<file path="src/rtl/interrupt_tlx_pkg.sv">
// Shared encodes for the multi-channel TLX interrupt requester:
// TLX opcodes, response codes, afutag prefix, backoff base and channel states.
package interrupt_tlx_pkg;

  localparam logic [7:0]  OP_INTRP_REQ  = 8'h58;
  localparam logic [7:0]  OP_INTRP_RESP = 8'h0C;
  localparam logic [7:0]  OP_INTRP_RDY  = 8'h1A;

  localparam logic [3:0]  RC_DONE    = 4'b0000;
  localparam logic [3:0]  RC_RETRY   = 4'b0010;
  localparam logic [3:0]  RC_PENDING = 4'b0100;

  localparam logic [1:0]  AFUTAG_INTRP = 2'b11;
  localparam logic [23:0] BACKOFF_BASE = 24'h14;

  typedef enum logic [6:0] {
    ST_IDLE    = 7'b000_0001,
    ST_NEW_INT = 7'b000_0010,
    ST_WAIT    = 7'b000_0100,
    ST_PENDING = 7'b000_1000,
    ST_BACKOFF = 7'b001_0000,
    ST_FAIL    = 7'b010_0000,
    ST_ACK     = 7'b100_0000
  } ch_state_e;

  function automatic logic is_fail_code(input logic [3:0] code);
    return (code == 4'b1000) || (code == 4'b1001) ||
           (code == 4'b1011) || (code == 4'b1110);
  endfunction

endpackage

</file>
<file path="src/rtl/interrupt_tlx_mc_if.sv">
// TLX AP command/response port of the interrupt requester.
interface interrupt_tlx_mc_if;
  logic        tlx_cmd_valid;
  logic [67:0] tlx_cmd_obj;
  logic [15:0] tlx_cmd_afutag;
  logic [7:0]  tlx_cmd_opcode;
  logic        tlx_rsp_valid;
  logic [15:0] tlx_rsp_afutag;
  logic [7:0]  tlx_rsp_opcode;
  logic [3:0]  tlx_rsp_code;

  modport master (
    output tlx_cmd_valid, tlx_cmd_obj, tlx_cmd_afutag, tlx_cmd_opcode,
    input  tlx_rsp_valid, tlx_rsp_afutag, tlx_rsp_opcode, tlx_rsp_code
  );

  modport slave (
    input  tlx_cmd_valid, tlx_cmd_obj, tlx_cmd_afutag, tlx_cmd_opcode,
    output tlx_rsp_valid, tlx_rsp_afutag, tlx_rsp_opcode, tlx_rsp_code
  );
endinterface

</file>
<file path="src/rtl/interrupt_tlx_ch.sv">
// One interrupt channel: request FSM, source capture, retry and backoff counters.
//
// state      | meaning
// IDLE       | no interrupt in progress
// NEW_INT    | requesting the arbiter for a command slot
// WAIT       | intrp_req issued, waiting for intrp_resp
// PENDING    | host deferred the interrupt, waiting for intrp_rdy
// BACKOFF    | counting down before reissue
// FAIL       | completed with failure, ack held until request drops
// ACK        | completed successfully, ack held until request drops
module interrupt_tlx_ch
  import interrupt_tlx_pkg::*;
(
  input  logic        clk,
  input  logic        rst,
  input  logic        interrupt_enable,
  input  logic        interrupt,
  input  logic [63:0] src_in,
  input  logic [3:0]  backoff_limit,
  input  logic [7:0]  retry_limit,
  input  logic        grant,
  input  logic        rsp_hit,
  input  logic [7:0]  rsp_opcode,
  input  logic [3:0]  rsp_code,
  output logic        req,
  output logic [63:0] src_q,
  output logic        ack,
  output logic        fail,
  output logic        rsp_bad
);

  ch_state_e   state_q, state_d;
  logic [7:0]  retry_q, retry_d, retry_next;
  logic [23:0] bo_cnt_q;
  logic        retry_exceeded, rsp_resp, rsp_rdy;

  assign rsp_resp = rsp_hit && (rsp_opcode == OP_INTRP_RESP);
  assign rsp_rdy  = rsp_hit && (rsp_opcode == OP_INTRP_RDY);

  // saturate so an unlimited retry budget never wraps back to zero
  assign retry_next     = (retry_q == 8'hFF) ? retry_q : retry_q + 8'd1;
  assign retry_exceeded = (retry_limit != 8'd0) && (retry_next > retry_limit);

  always_ff @(posedge clk or posedge rst) begin
    if (rst) begin
      state_q  <= ST_IDLE;
      retry_q  <= '0;
      src_q    <= '0;
      bo_cnt_q <= BACKOFF_BASE;
    end else begin
      state_q <= state_d;
      retry_q <= retry_d;
      if (state_q == ST_IDLE && interrupt) src_q <= src_in;
      if (state_q != ST_BACKOFF)           bo_cnt_q <= BACKOFF_BASE << backoff_limit;
      else if (bo_cnt_q != '0)             bo_cnt_q <= bo_cnt_q - 24'd1;
    end
  end

  always_comb begin
    state_d = state_q;
    retry_d = retry_q;
    unique case (state_q)
      ST_IDLE: begin
        if (interrupt) begin
          state_d = ST_NEW_INT;
          retry_d = '0;
        end
      end
      ST_NEW_INT: begin
        if (grant) state_d = ST_WAIT;
      end
      ST_WAIT: begin
        if (rsp_resp) begin
          if (rsp_code == RC_DONE)         state_d = ST_ACK;
          else if (rsp_code == RC_PENDING) state_d = ST_PENDING;
          else if (is_fail_code(rsp_code)) state_d = ST_FAIL;
          else if (rsp_code == RC_RETRY) begin
            retry_d = retry_next;
            state_d = retry_exceeded ? ST_FAIL : ST_BACKOFF;
          end
        end
      end
      ST_PENDING: begin
        if (rsp_rdy) begin
          if (rsp_code == RC_DONE) state_d = ST_NEW_INT;
          else if (rsp_code == RC_RETRY) begin
            retry_d = retry_next;
            state_d = retry_exceeded ? ST_FAIL : ST_BACKOFF;
          end
        end
      end
      ST_BACKOFF: begin
        if (bo_cnt_q <= 24'd1) state_d = ST_NEW_INT;
      end
      ST_ACK, ST_FAIL: begin
        if (!interrupt) state_d = ST_IDLE;
      end
      default: state_d = ST_IDLE;
    endcase
  end

  assign req     = (state_q == ST_NEW_INT) && interrupt_enable;
  assign ack     = (state_q == ST_ACK) || (state_q == ST_FAIL);
  assign fail    = (state_q == ST_FAIL);
  assign rsp_bad = rsp_hit && !(((state_q == ST_WAIT) && (rsp_opcode == OP_INTRP_RESP)) ||
                                ((state_q == ST_PENDING) && (rsp_opcode == OP_INTRP_RDY)));

endmodule

</file>
<file path="src/rtl/interrupt_tlx_mc.sv">
// Multi-channel TLX interrupt requester: per-channel FSMs, round-robin
// arbiter onto one intrp_req command port, and response routing by afutag.
module interrupt_tlx_mc
  import interrupt_tlx_pkg::*;
#(
  parameter int NUM_CH = 4
) (
  input  logic                 clk,
  input  logic                 rst,
  input  logic [3:0]           backoff_limit,
  input  logic [7:0]           retry_limit,
  input  logic                 interrupt_enable,
  input  logic [NUM_CH-1:0]    interrupt,
  input  logic [NUM_CH*64-1:0] interrupt_src,
  output logic [NUM_CH-1:0]    interrupt_ack,
  output logic [NUM_CH-1:0]    int_fail,
  output logic                 rsp_stray,
  interrupt_tlx_mc_if.master   tlx
);

  localparam int CH_W = (NUM_CH > 1) ? $clog2(NUM_CH) : 1;

  logic [NUM_CH-1:0]       req, rsp_hit, rsp_bad;
  logic [NUM_CH-1:0][63:0] ch_src;
  logic [CH_W-1:0]         ptr_q, gnt_idx, rsp_ch;
  logic                    gnt_any, rsp_intrp, tag_ok;
  int                      idx;

  assign rsp_intrp = tlx.tlx_rsp_valid &&
                     ((tlx.tlx_rsp_opcode == OP_INTRP_RESP) || (tlx.tlx_rsp_opcode == OP_INTRP_RDY));
  assign rsp_ch    = tlx.tlx_rsp_afutag[CH_W-1:0];
  assign tag_ok    = (tlx.tlx_rsp_afutag[15:14] == AFUTAG_INTRP) &&
                     (tlx.tlx_rsp_afutag[13:CH_W] == '0) &&
                     (int'(rsp_ch) < NUM_CH);

  for (genvar i = 0; i < NUM_CH; i++) begin : g_ch
    assign rsp_hit[i] = rsp_intrp && tag_ok && (int'(rsp_ch) == i);

    interrupt_tlx_ch u_ch (
      .clk              (clk),
      .rst              (rst),
      .interrupt_enable (interrupt_enable),
      .interrupt        (interrupt[i]),
      .src_in           (interrupt_src[64*i +: 64]),
      .backoff_limit    (backoff_limit),
      .retry_limit      (retry_limit),
      .grant            (gnt_any && (int'(gnt_idx) == i)),
      .rsp_hit          (rsp_hit[i]),
      .rsp_opcode       (tlx.tlx_rsp_opcode),
      .rsp_code         (tlx.tlx_rsp_code),
      .req              (req[i]),
      .src_q            (ch_src[i]),
      .ack              (interrupt_ack[i]),
      .fail             (int_fail[i]),
      .rsp_bad          (rsp_bad[i])
    );
  end

  // first requester at or after the pointer, wrapping at NUM_CH
  always_comb begin
    gnt_any = 1'b0;
    gnt_idx = '0;
    idx     = 0;
    for (int k = 0; k < NUM_CH; k++) begin
      idx = int'(ptr_q) + k;
      if (idx >= NUM_CH) idx = idx - NUM_CH;
      if (!gnt_any && req[idx]) begin
        gnt_any = 1'b1;
        gnt_idx = CH_W'(idx);
      end
    end
  end

  always_ff @(posedge clk or posedge rst) begin
    if (rst) begin
      ptr_q              <= '0;
      tlx.tlx_cmd_valid  <= 1'b0;
      tlx.tlx_cmd_obj    <= '0;
      tlx.tlx_cmd_afutag <= '0;
      rsp_stray          <= 1'b0;
    end else begin
      tlx.tlx_cmd_valid <= gnt_any;
      if (gnt_any) begin
        tlx.tlx_cmd_obj    <= {4'd0, ch_src[gnt_idx]};
        tlx.tlx_cmd_afutag <= {AFUTAG_INTRP, 14'(gnt_idx)};
        ptr_q              <= (int'(gnt_idx) >= NUM_CH - 1) ? '0 : CH_W'(int'(gnt_idx) + 1);
      end else begin
        tlx.tlx_cmd_obj    <= '0;
        tlx.tlx_cmd_afutag <= '0;
      end
      rsp_stray <= rsp_intrp && (!tag_ok || (|rsp_bad));
    end
  end

  assign tlx.tlx_cmd_opcode = OP_INTRP_REQ;

endmodule

</file>
<file path="src/flat_wrapper.sv">
// flat-port wrapper written by rule: the top's interface ports become plain ports
module interrupt_tlx_mc_flat import interrupt_tlx_pkg::*;
#(
  parameter int NUM_CH = 4
)
  (clk, rst, backoff_limit, retry_limit, interrupt_enable, interrupt, interrupt_src, interrupt_ack, int_fail, rsp_stray, tlx_tlx_cmd_valid, tlx_tlx_cmd_obj, tlx_tlx_cmd_afutag, tlx_tlx_cmd_opcode, tlx_tlx_rsp_valid, tlx_tlx_rsp_afutag, tlx_tlx_rsp_opcode, tlx_tlx_rsp_code);
  interrupt_tlx_mc_if tlx_i ();
  input  logic clk;
  input  logic rst;
  input  logic [3:0] backoff_limit;
  input  logic [7:0] retry_limit;
  input  logic interrupt_enable;
  input  logic [NUM_CH-1:0] interrupt;
  input  logic [NUM_CH*64-1:0] interrupt_src;
  output logic [NUM_CH-1:0] interrupt_ack;
  output logic [NUM_CH-1:0] int_fail;
  output logic rsp_stray;
  output wire logic [$bits(tlx_i.tlx_cmd_valid)-1:0] tlx_tlx_cmd_valid;
  output wire logic [$bits(tlx_i.tlx_cmd_obj)-1:0] tlx_tlx_cmd_obj;
  output wire logic [$bits(tlx_i.tlx_cmd_afutag)-1:0] tlx_tlx_cmd_afutag;
  output wire logic [$bits(tlx_i.tlx_cmd_opcode)-1:0] tlx_tlx_cmd_opcode;
  input wire logic [$bits(tlx_i.tlx_rsp_valid)-1:0] tlx_tlx_rsp_valid;
  input wire logic [$bits(tlx_i.tlx_rsp_afutag)-1:0] tlx_tlx_rsp_afutag;
  input wire logic [$bits(tlx_i.tlx_rsp_opcode)-1:0] tlx_tlx_rsp_opcode;
  input wire logic [$bits(tlx_i.tlx_rsp_code)-1:0] tlx_tlx_rsp_code;
  assign tlx_tlx_cmd_valid = tlx_i.tlx_cmd_valid;
  assign tlx_tlx_cmd_obj = tlx_i.tlx_cmd_obj;
  assign tlx_tlx_cmd_afutag = tlx_i.tlx_cmd_afutag;
  assign tlx_tlx_cmd_opcode = tlx_i.tlx_cmd_opcode;
  assign tlx_i.tlx_rsp_valid = tlx_tlx_rsp_valid;
  assign tlx_i.tlx_rsp_afutag = tlx_tlx_rsp_afutag;
  assign tlx_i.tlx_rsp_opcode = tlx_tlx_rsp_opcode;
  assign tlx_i.tlx_rsp_code = tlx_tlx_rsp_code;
  interrupt_tlx_mc #(.NUM_CH(NUM_CH)) u_core (.clk(clk), .rst(rst), .backoff_limit(backoff_limit), .retry_limit(retry_limit), .interrupt_enable(interrupt_enable), .interrupt(interrupt), .interrupt_src(interrupt_src), .interrupt_ack(interrupt_ack), .int_fail(int_fail), .rsp_stray(rsp_stray), .tlx(tlx_i));
endmodule
</file>
<file path="config.mk">
export PLATFORM = sky130hd
export DESIGN_NAME = interrupt_tlx_mc_flat
export DESIGN_NICKNAME = d
export VERILOG_FILES = /design/src/rtl/interrupt_tlx_pkg.sv /design/src/rtl/interrupt_tlx_mc_if.sv /design/src/rtl/interrupt_tlx_ch.sv /design/src/rtl/interrupt_tlx_mc.sv /design/src/flat_wrapper.sv
export SDC_FILE = /design/constraint.sdc
export NUM_CORES = 1
export LEC_CHECK = 0
export BUFFER_PORTS_ARGS = -buffer_cell sky130_fd_sc_hd__buf_4
export CORE_AREA = 2 2 209 211
export CTS_CLUSTER_DIAMETER = 60
export DETAILED_ROUTE_END_ITERATION = 10
export DIE_AREA = 0 0 211 213
export PLACE_DENSITY_LB_ADDON = 0.05
export SETUP_SLACK_MARGIN = 0.05
export SKIP_LAST_GASP = 1
export SLEW_MARGIN = 15
export SYNTH_ARGS = -nofsm -noshare
export SYNTH_HDL_FRONTEND = slang
export SYNTH_SLANG_ARGS = --single-unit
</file>
<file path="constraint.sdc">
create_clock -name clk -period 23.7 [get_ports clk]
set_input_delay 4.74 -clock clk [delete_from_list [all_inputs] [get_ports clk]]
set_output_delay 4.74 -clock clk [all_outputs]
set_load 0.01 [all_outputs]
</file>
==> metrics.txt <==
cts hold-fix bufs 0; Worst path max stage delay 0.61 ns; Fin. Hold Viols 0; cts bufs inserted 53; syn_area_per_cell 11.2 um^2; VDD IR max 0.0000775 V; First-pass DRT Iterations 5; Area Overhead vs Synth 19.9%; DR iter-0 viols 1323; first-pass GRT wire length 105 mm; Critical path buffers and inverters 1; Core Rows 76; most common cell after layout, fill and taps aside dfrtp_1; Post-DRT Antenna Nets 0; Detailed Route WL 68.1 mm; post-synthesis sequential area ratio 50.1%; fraction of final layout cells with drive strength greater than 1 31.4%; RePlAce Congestion 0.922; CTS-repair resized insts 0; Worst Slack Setup Final 16.48 ns; worst path cell trace nor4_1 > nor3b_1 > buf_4; delay-heaviest family, CP simple AND/OR/NAND/NOR gates; Synth cell types 90; ys flop type dfrtp_1; Slew Limit Fails 0; Period Utilization, post-route 30.5%; Total Neg Setup Slack 0 ns; status completed; DRC viols 0; Bufs on Longest Clock Path 3; Root Buffer clkbuf_16; crit start category flop; Place WS 16.01 ns; full die area 44900 um^2; DR WL/cell 22.1 um; post-CTS setup buffer count 0; CP endpoint kind output port; fmax 138 MHz; P_leak 0.0133 uW; Post-Syn Area 24100 um^2; critical path class reg2out; GRT overflow 0; CTS tree done; Synthesis Warnings 0; vias in the first global route 18608; EDFF count, synth 0; Critical-path top delay cell nor3b_1; H-tree lvl count 2; RSZ-0062 raised after global routing no; Nets 2845; normalized max-slew margin 22.1%; die span in x 211 um; die height 213 um; critical path data required time 18.96 ns; CTS Sinks 482; hold_ws 0.504 ns; Detailed Place HPWL 48.0 mm; Synth Register Bits 482; share of synthesized registers carrying an async set or reset 100%; crit path DAT 2.48 ns; Hold Crit Class reg2reg; commonest cells after routing, fill and taps aside dfrtp_1 (470), buf_4 (397), mux2_2 (261), mux2i_1 (138), nand2_1 (135); Worst-Margin Slew 1.17 ns; largest net degree at the start of global routing 150; antenna violations before repair 14; Critical Path Fanout Max 10; Final min period 7.22 ns; GRT Overall Usage 30.3%; Max-Cap Viols 0; via count 18401; Port Buffers 381; setup violators final 0; Syn Inst Count 2150; CTS clock-pin slew for the worst setup and hold paths 0.06 ns; vias per cell 5.96; Initial Utilization 56.5%; P per Cell Area 106 nW/um^2; Clock Latency Late Sink 0.61 ns; # IOs 406; area of the core 42700 um^2; clk_skew 0.0203 ns
registers in the layout (all words and copies together) (netlist names):
name                       cells
u_core.ptr_q                   2
u_core.g_ch.u_ch.src_q       256
u_core.tlx.tlx_cmd_afutag      3
u_core.g_ch.u_ch.state_q      28
u_core.g_ch.u_ch.retry_q      32
u_core.tlx.tlx_cmd_obj        64
u_core.g_ch.u_ch.bo_cnt_q     96
u_core.rsp_stray               1
routing by layer:
layer  share of wire (%)  global-route usage [%]  vias to the layer above  routed length, um
li1                    -                       -                     8464                  -
met1                  40                    38.2                     9180              27300
met2                  48                    49.7                      618              32900
met3                 8.9                    9.34                      129               6030
met4                 2.7                    10.6                       10               1870
met5                0.10                       0                        -                 70
final timing paths:
kind / from / end / slack [ns] / cells after the start
setup / recovery: u_core.g_ch[0].u_ch.state_q[3] / interrupt_ack[0] / 16.48 / 3
hold / removal: u_core.g_ch[2].u_ch.src_q[34] / u_core.g_ch[2].u_ch.src_q[34] / 0.50 / 1
setup reg to reg: u_core.g_ch[3].u_ch.state_q[0] / u_core.g_ch[0].u_ch.state_q[3] / 19.26 / 10
hold reg to reg: u_core.g_ch[2].u_ch.src_q[34] / u_core.g_ch[2].u_ch.src_q[34] / 0.50 / 1
max in group asynchronous: rst / u_core.g_ch[0].u_ch.state_q[5] / 17.01 / 4
min in group asynchronous: rst / u_core.tlx.tlx_cmd_obj[59] / 4.34 / 2
cell usage after synthesis, types with 10 or more instances:
master,instances,area share (%)
mux2_2,261,12
a21oi_1,54,1.1
nor3_1,61,1.3
or3_1,18,0.47
buf_4,45,1.4
dfrtp_1,470,49
or4_1,17,0.53
ha_1,48,2.5
nand4_1,23,0.60
nor3b_1,11,0.34
a211oi_1,14,0.44
inv_1,39,0.61
nor2_1,128,2.0
clkbuf_1,63,0.98
dfstp_2,12,1.3
xor2_1,34,1.2
nand2b_1,24,0.62
nor4_1,35,0.91
nand2_1,140,2.2
buf_2,15,0.31
mux2i_1,138,5.7
and3_1,11,0.29
nand3_1,53,1.1
nor2b_1,10,0.26
o22ai_1,93,2.4
o21ai_0,103,2.1
xnor2_1,63,2.3
o31ai_1,20,0.62
metrics by stage:
step                std cells  utilization, %  total power (uW)  area (um^2)
floorplan                2172               -              1980        24200
global placement         2984            63.6              2240        27200
detailed placement       2984            63.6              2280        27200
CTS                      3079            67.7              3090        28900
global route             3087            67.7              3240        28900
finish                   3088            67.7              3080        28900
logic make-up (layout without fill, tap and decap cells):
kind of cell             after synthesis  in the layout  share of synthesized area [%]
AO/OA/AOI/OAI                        351            351                           9.13
XOR/XNOR                              97             97                           3.52
adder cells (fa/ha/maj)               48             48                           2.49
buffers and inverters                171            532                           3.72
flip-flops                           482            482                           50.1
multiplexers                         400            400                           18.0
other                                  2             33                         0.0311
AND/OR/NAND/NOR                      599            599                           13.1
power breakdown:
group | switching [uW] | internal [uW]
Sequential | 151 | 1100
Clock | 341 | 468
Combinational | 507 | 510
area by class of cell:
cell class / instances / area (um^2)
antenna: 9 / 22.5
clock inverter: 14 / 145
inverter: 40 / 160
timing repair buffer: 397 / 2980
multi-input combinational: 1519 / 11300
fill: 3302 / 13800
tap: 546 / 683
sequential: 482 / 12100
clock buffer: 81 / 1570
Power figures use the tool's default switching activity.
